===== src/rtl/xm23_pkg.sv =====
// Shared XM23 definitions: PSW bit layout, PSW reset value and the
// writeback entry type used between execute and the register file.
package xm23_pkg;

   localparam int XM_DW = 16;
   localparam int XM_RW = 3;

   // PSW bit positions
   localparam int PSW_C       = 0;
   localparam int PSW_Z       = 1;
   localparam int PSW_N       = 2;
   localparam int PSW_SLP     = 3;
   localparam int PSW_V       = 4;
   localparam int PSW_PRI_LO  = 5;
   localparam int PSW_PRI_HI  = 7;
   localparam int PSW_FLT     = 8;
   localparam int PSW_PPRI_LO = 13;
   localparam int PSW_PPRI_HI = 15;

   // Priority 7, all condition flags clear
   localparam logic [15:0] PSW_RST = 16'h00E0;

   typedef struct packed {
      logic [XM_RW-1:0] dst;
      logic [XM_DW-1:0] data;
   } wb_entry_t;

endpackage : xm23_pkg


===== src/rtl/psw_reg.sv =====
// Architectural PSW register: merges the ALU flag update under its mask,
// then applies SETCC and CLRCC (clear wins over set).
module psw_reg
#(
   parameter logic [15:0] RST_VAL = 16'h00E0
)
(
   input  logic        clk,
   input  logic        rst_n,
   input  logic        upd_i,
   input  logic [15:0] psw_out_i,
   input  logic [15:0] psw_msk_i,
   input  logic [4:0]  cc_set_i,
   input  logic [4:0]  cc_clr_i,
   output logic [15:0] psw_o
);
   import xm23_pkg::*;

   logic [15:0] psw_q;
   logic [15:0] psw_d;
   logic [15:0] merged_s;

   // Next PSW: ALU merge on an accepted op, then SETCC, then CLRCC
   always_comb begin
      merged_s = psw_q;
      if (upd_i) begin
         merged_s = (psw_q & ~psw_msk_i) | (psw_out_i & psw_msk_i);
      end else begin
         merged_s = psw_q;
      end
      psw_d = merged_s;
      psw_d[PSW_V:PSW_C] = (merged_s[PSW_V:PSW_C] | cc_set_i) & ~cc_clr_i;
   end

   // PSW state register, restored to the reset value asynchronously
   always_ff @(posedge clk or negedge rst_n) begin
      if (!rst_n) begin
         psw_q <= RST_VAL;
      end else begin
         psw_q <= psw_d;
      end
   end

   assign psw_o = psw_q;

endmodule : psw_reg


===== src/rtl/alu_wb_stage.sv =====
// Execute-to-writeback stage: single-entry holding register feeding the
// shared register-file write port, forwarding tap, and the PSW.
module alu_wb_stage
#(
   parameter int          DW      = 16,
   parameter int          RW      = 3,
   parameter logic [15:0] PSW_RST = 16'h00E0
)
(
   input  logic          clk,
   input  logic          rst_n,
   input  logic          in_valid,
   output logic          in_ready,
   input  logic [DW-1:0] in_result,
   input  logic [15:0]   in_psw_out,
   input  logic [15:0]   in_psw_msk,
   input  logic [RW-1:0] in_dst,
   input  logic          in_wr_en,
   input  logic [4:0]    cc_set,
   input  logic [4:0]    cc_clr,
   input  logic          flush,
   output logic          wb_valid,
   input  logic          wb_ready,
   output logic [RW-1:0] wb_dst,
   output logic [DW-1:0] wb_data,
   output logic          fwd_valid,
   output logic [RW-1:0] fwd_dst,
   output logic [DW-1:0] fwd_data,
   output logic [15:0]   psw,
   output logic          carry_out
);
   import xm23_pkg::*;

   logic          valid_q;
   logic          valid_d;
   logic [RW-1:0] dst_q;
   logic [RW-1:0] dst_d;
   logic [DW-1:0] data_q;
   logic [DW-1:0] data_d;
   logic          acc_s;
   logic          load_s;

   // A drain and a fill may share a cycle, so ready depends on wb_ready
   assign in_ready = ~valid_q | wb_ready;
   assign acc_s    = in_valid & in_ready;
   assign load_s   = acc_s & in_wr_en;

   // Holding register next state: a new write beats flush, flush beats drain
   always_comb begin
      valid_d = valid_q;
      dst_d   = dst_q;
      data_d  = data_q;
      if (load_s) begin
         valid_d = 1'b1;
         dst_d   = in_dst;
         data_d  = in_result;
      end else if (flush) begin
         valid_d = 1'b0;
      end else if (valid_q && wb_ready) begin
         valid_d = 1'b0;
      end else begin
         valid_d = valid_q;
      end
   end

   // Holding register; index and data are left untouched when empty
   always_ff @(posedge clk or negedge rst_n) begin
      if (!rst_n) begin
         valid_q <= 1'b0;
         dst_q   <= {RW{1'b0}};
         data_q  <= {DW{1'b0}};
      end else begin
         valid_q <= valid_d;
         dst_q   <= dst_d;
         data_q  <= data_d;
      end
   end

   // A flushed entry must not be written in the cycle it is discarded
   assign wb_valid  = valid_q & ~flush;
   assign wb_dst    = dst_q;
   assign wb_data   = data_q;
   assign fwd_valid = wb_valid;
   assign fwd_dst   = dst_q;
   assign fwd_data  = data_q;

   psw_reg #(
      .RST_VAL (PSW_RST)
   ) u_psw_reg (
      .clk       (clk),
      .rst_n     (rst_n),
      .upd_i     (acc_s),
      .psw_out_i (in_psw_out),
      .psw_msk_i (in_psw_msk),
      .cc_set_i  (cc_set),
      .cc_clr_i  (cc_clr),
      .psw_o     (psw)
   );

   assign carry_out = psw[PSW_C];

endmodule : alu_wb_stage


===== config.mk =====
export PLATFORM = sky130hd
export DESIGN_NAME = alu_wb_stage
export DESIGN_NICKNAME = d
export VERILOG_FILES = /design/src/rtl/xm23_pkg.sv /design/src/rtl/psw_reg.sv /design/src/rtl/alu_wb_stage.sv
export SDC_FILE = /design/constraint.sdc
export NUM_CORES = 1
export LEC_CHECK = 0
export ABC_AREA = 1
export CAP_MARGIN = 20
export CORE_ASPECT_RATIO = 1.75
export CORE_MARGIN = 1
export CORE_UTILIZATION = 37
export DETAILED_ROUTE_END_ITERATION = 10
export GPL_TIMING_DRIVEN = 0
export PLACE_DENSITY_LB_ADDON = 0.3
export SYNTH_ARGS = -nofsm -noshare
export SYNTH_HDL_FRONTEND = slang
export SYNTH_SLANG_ARGS = --single-unit

===== constraint.sdc =====
create_clock -name clk -period 1.2 [get_ports clk]
set_input_delay 0.24 -clock clk [delete_from_list [all_inputs] [get_ports clk]]
set_output_delay 0.24 -clock clk [all_outputs]
set_load 0.05 [all_outputs]

Word level (Yosys, flattened, before mapping)
Cells that the tools add are included.
Cells by class
  add/subtract/negate cells: 0
  multipliers: 0
  divide/modulo/power cells: 0
  order comparisons: 0
  eq/ne operators: 0
  shifts and indexed selects: 0
  mux-type cells: 4
  bitwise gates (word level): 13
  reduce and logical (&&, ||, !) cells: 2
Operators with widths (number)
  16-bit AND: 2
  16-bit inverter: 1
  16-bit bitwise OR: 1
  5-bit AND: 1
  5-bit 2-to-1 mux: 1
  5-bit inverter: 1
  5-bit bitwise OR: 1
  1-bit AND: 3
  1-bit 2-to-1 mux: 3
  3-bit nonzero test: 1
  1-bit inverter: 2
  1-bit logical AND: 1
  1-bit bitwise OR: 1
Word-level totals
  register bits after elaboration: 36
  latch bits: 0
  memory bits (writable): 0
  ROM bits: 0
  output and inout bits: 58
  memories kept: 0

Depth between registers and ports, before layout
  depth in word-level cells: 6
  depth in mapped cells: 7

Cells and area by module
A second synthesis with hierarchy kept.
Second synthesis, totals
  cell total of the unflattened synthesis: 217
  area total of the unflattened synthesis: 1801.7 µm²
Modules (own cells, without submodules)
  alu_wb_stage: times used 1, cells an instance 114, area an instance 1038.5 µm²
  psw_reg: times used 1, cells an instance 103, area an instance 763.2 µm²

Least setup slack after synthesis
Ideal clock, no wire load.
  path type: register -> output
  from: register valid_q
  to: output port wb_valid
  arrival time: 1442 ps
  required time: 960 ps
  path slack: -482 ps
  stages on the path, launching flop included: 4
  cell sequence: dfrtp_1 > inv_1 > nor2_1 > buf_4
On the way
  longest elaborated chain between the ends: 1
RTL lines
  start, declared: RTL line alu_wb_stage.sv:34  | logic valid_q;
  start signal, assigned: RTL line alu_wb_stage.sv:73  | valid_q <= valid_d;
  1-bit AND: RTL line alu_wb_stage.sv:80  | assign wb_valid = valid_q & ~flush;
  end, declared: RTL line alu_wb_stage.sv:22  | output logic wb_valid,
Every way passes these cells.

==> results.toml <==
[route]
detail_route.wirelength_mm = 6.22
top_layer = "met4"
dr.pass1.iters = 7
wl_met3_um = 254
met2_length_mm = 3.82
ant_nets = 0
first_iter_violations = 46
routedWlPerCell_um = 14.2
viasPerCell = 4.68
vias = 2050
drcViolationCount = 18
wl_met1_mm = 2.03

[power_and_ir_drop]
power_density_nw_per_um2 = 1300
max-vdd-ir-drop_mv = 0.670
power_mw = 5.08
p_leak_nw = 2.01
combPwrFrac_pct = 53.5
sw_frac_of_total_pct = 41.6
p_seq_share_pct = 30.6
power_switching_mw = 2.11
p_clk_share_pct = 15.9
p_int_mw = 2.97

[clock_tree]
cts_buffers = 5
cts_max_path_buffers = 2
clk-insertion-delay-late_ps = 280
ctsHtreeMaxLevel = 2
clock_sinks = 36
cts_tree = "yes"
clk_pin_slew_ps = 70
cts_root_buf = "clkbuf_8"

[finish]
layout_common_cells = "nand2_1 (80), clkdlybuf4s50_1 (64), dfrtp_1 (33)"
fillers = 352
area_delta_synth_final_pct = 99.5
final_common_cell = "nand2_1"
layout-drive-gt1-share_pct = 45.6
ff_latch_area_sq_um = 905
nNetsFinal = 451
multi_input_comb_area_sq_um = 857
diodes = 0

[floorplan]
rows = 34
die_w_um = 56.9
initial_core_util_pct = 38.9
die-area_sq_um = 5580
core_area_sq_um = 5020
fp.dieH_um = 98.1
ioPinCount = 125

[timing]
timing.final.crit_share_pct = 111
slew_headroom_pct = 45.1
max_freq_ghz = 0.749
setup_slack_ps = -135
setup_viol = 49
timing.final.max_slew_violations = 0
finalHoldViolCount = 0
setup_tns_ps = -3720
finalCriticalPeriod_ps = 1340
rsz0062_at_grt = "yes"
tightest_slew_ps = 823
fin_worst_skew_ps = 4.20

[synth]
synth_warnings = 0
yosys.area.top_type_share_pct = 42.3
syn_avg_cell_area_sq_um = 8.41
synth.largest_area_cell = "dfrtp_1"
syn_area_sq_um = 1950
synth_cells = 232
syn_nets = 299
ys_seq_area_share_pct = 46.4
synth_cell_types = 14
synth-seq-cells = 36
synth_area_leaders = "dfrtp_1 (42%), nand2_1 (20%), nand3_2 (11%)"

[critical_path]
cp.required_ps = 1380
cp.arrival_ps = 1510
rrSetupSlack_ps = -140
start_kind = "flip-flop"
reg2reg_from = "valid_q"
crit_type = "flip-flop to flip-flop"
r2r_cells = 8
crit_path_max_fanout = 5
end_kind = "flip-flop"

[placement]
routabilityCongestion = 0.783
port_buffers = 124
dp_hpwl_mm = 4.12

[global_routing]
antenna_found_initial = 0
grt_usage_pct = 20.5
grt_max_degree = 37
grt-ovfl-total = 0
grt_pass1_wl_mm = 8.94
grt_pass1_vias = 1959

[status]
status = "finished with violations"
violations = "design-rule violations, negative setup slack"

[flow_run]
max_cap_violations = 0

[worst_hold_path]
hp-class = "primary input to async pin"
logic make-up (layout without fill, tap and decap cells):
logic type,after synthesis,in the layout,share of synthesized area [%]
DFF,36,36,46.4
and+or+nand+nor,142,142,35.0
buffers and inverters,53,205,18.2
AOI/OAI and AO/OA,1,1,0.449
through the flow:
| step | setup slack (ps) | std cells | util (%) | hold slack [ps] | instance area [sq um] |
|---|---|---|---|---|---|
| 2_1_floorplan | -36.8 | 232 | - | -55.6 | 1960 |
| 3_5_place_dp | -757 | 410 | 65.0 | 380 | 3260 |
| 3_3_place_gp | -973 | 410 | 65.1 | 449 | 3270 |
| 6_report | -135 | 438 | 77.5 | 50.8 | 3890 |
| 5_1_grt | -192 | 438 | 77.5 | 110 | 3890 |
| 4_1_cts | -125 | 429 | 70.2 | 69.9 | 3530 |
synthesized netlist by cell type:
library cell  instances
buf_12                3
nand3_2              21
dfrtp_1              33
a21oi_2               1
buf_4                23
nand2_1             106
inv_1                22
inv_2                 1
dfstp_2               3
buf_8                 1
buf_6                 1
nand3_1              14
nor2_1                1
buf_2                 2
worst max-delay path: stages (launching register included):
cell     delay, ps
dfrtp_1        420
buf_6          130
a21oi_4        150
buf_8          150
buf_12         120
buf_12         110
nand2_2         40
nand2_1         50
nand2_1         50
how the worst max path moves through the flow:
stage,startpoint,to,slack (ps),cells past startpoint
after floorplan,valid_q,wb_valid,-40,3
after global placement,rst_n,u_psw_reg.psw_o[0],-970,1
after detailed placement,flush,wb_valid,-760,4
after CTS,valid_q,wb_valid,-130,4
after global routing,valid_q,flip-flop,-190,8
final,valid_q,flip-flop,-140,8
power groups by stage:
stage | sequential, mW | clock, mW | combinational [mW]
4_1_cts | 1.54 | 0.828 | 2.48
5_1_grt | 1.57 | 0.891 | 2.83
3_5_place_dp | 1.54 | 0 | 2.31
6_report | 1.55 | 0.805 | 2.72
3_3_place_gp | 1.54 | 0 | 2.28
2_1_floorplan | 2.12 | 0 | 0.844
cell type report:
| cell class | count | area share (%) |
|---|---|---|
| repair buffers | 151 | 41.7 |
| plain buffers | 24 | 7.07 |
| inverters | 23 | 2.22 |
| well taps | 54 | 1.74 |
| flip-flops and latches | 36 | 23.2 |
| multi-input cells | 143 | 22.0 |
| clock inverters | 1 | 0.129 |
| clock buffers | 6 | 1.86 |
routing by layer:
layer	GRT usage, %	up-vias
met1	20.5	984
met5	0	-
met2	40.1	65
met3	3.44	11
li1	-	990
met4	8.07	0
what timing repair did:
item	CTS	global route
setup endpoints to repair	86	73
hold buffers	0	0
setup buffers	12	11
cloned	3	2
resized for setup	406	75
pin swaps	1	13
endpoints found under the hold margin	0	0
(Power assumes the default switching activity.)
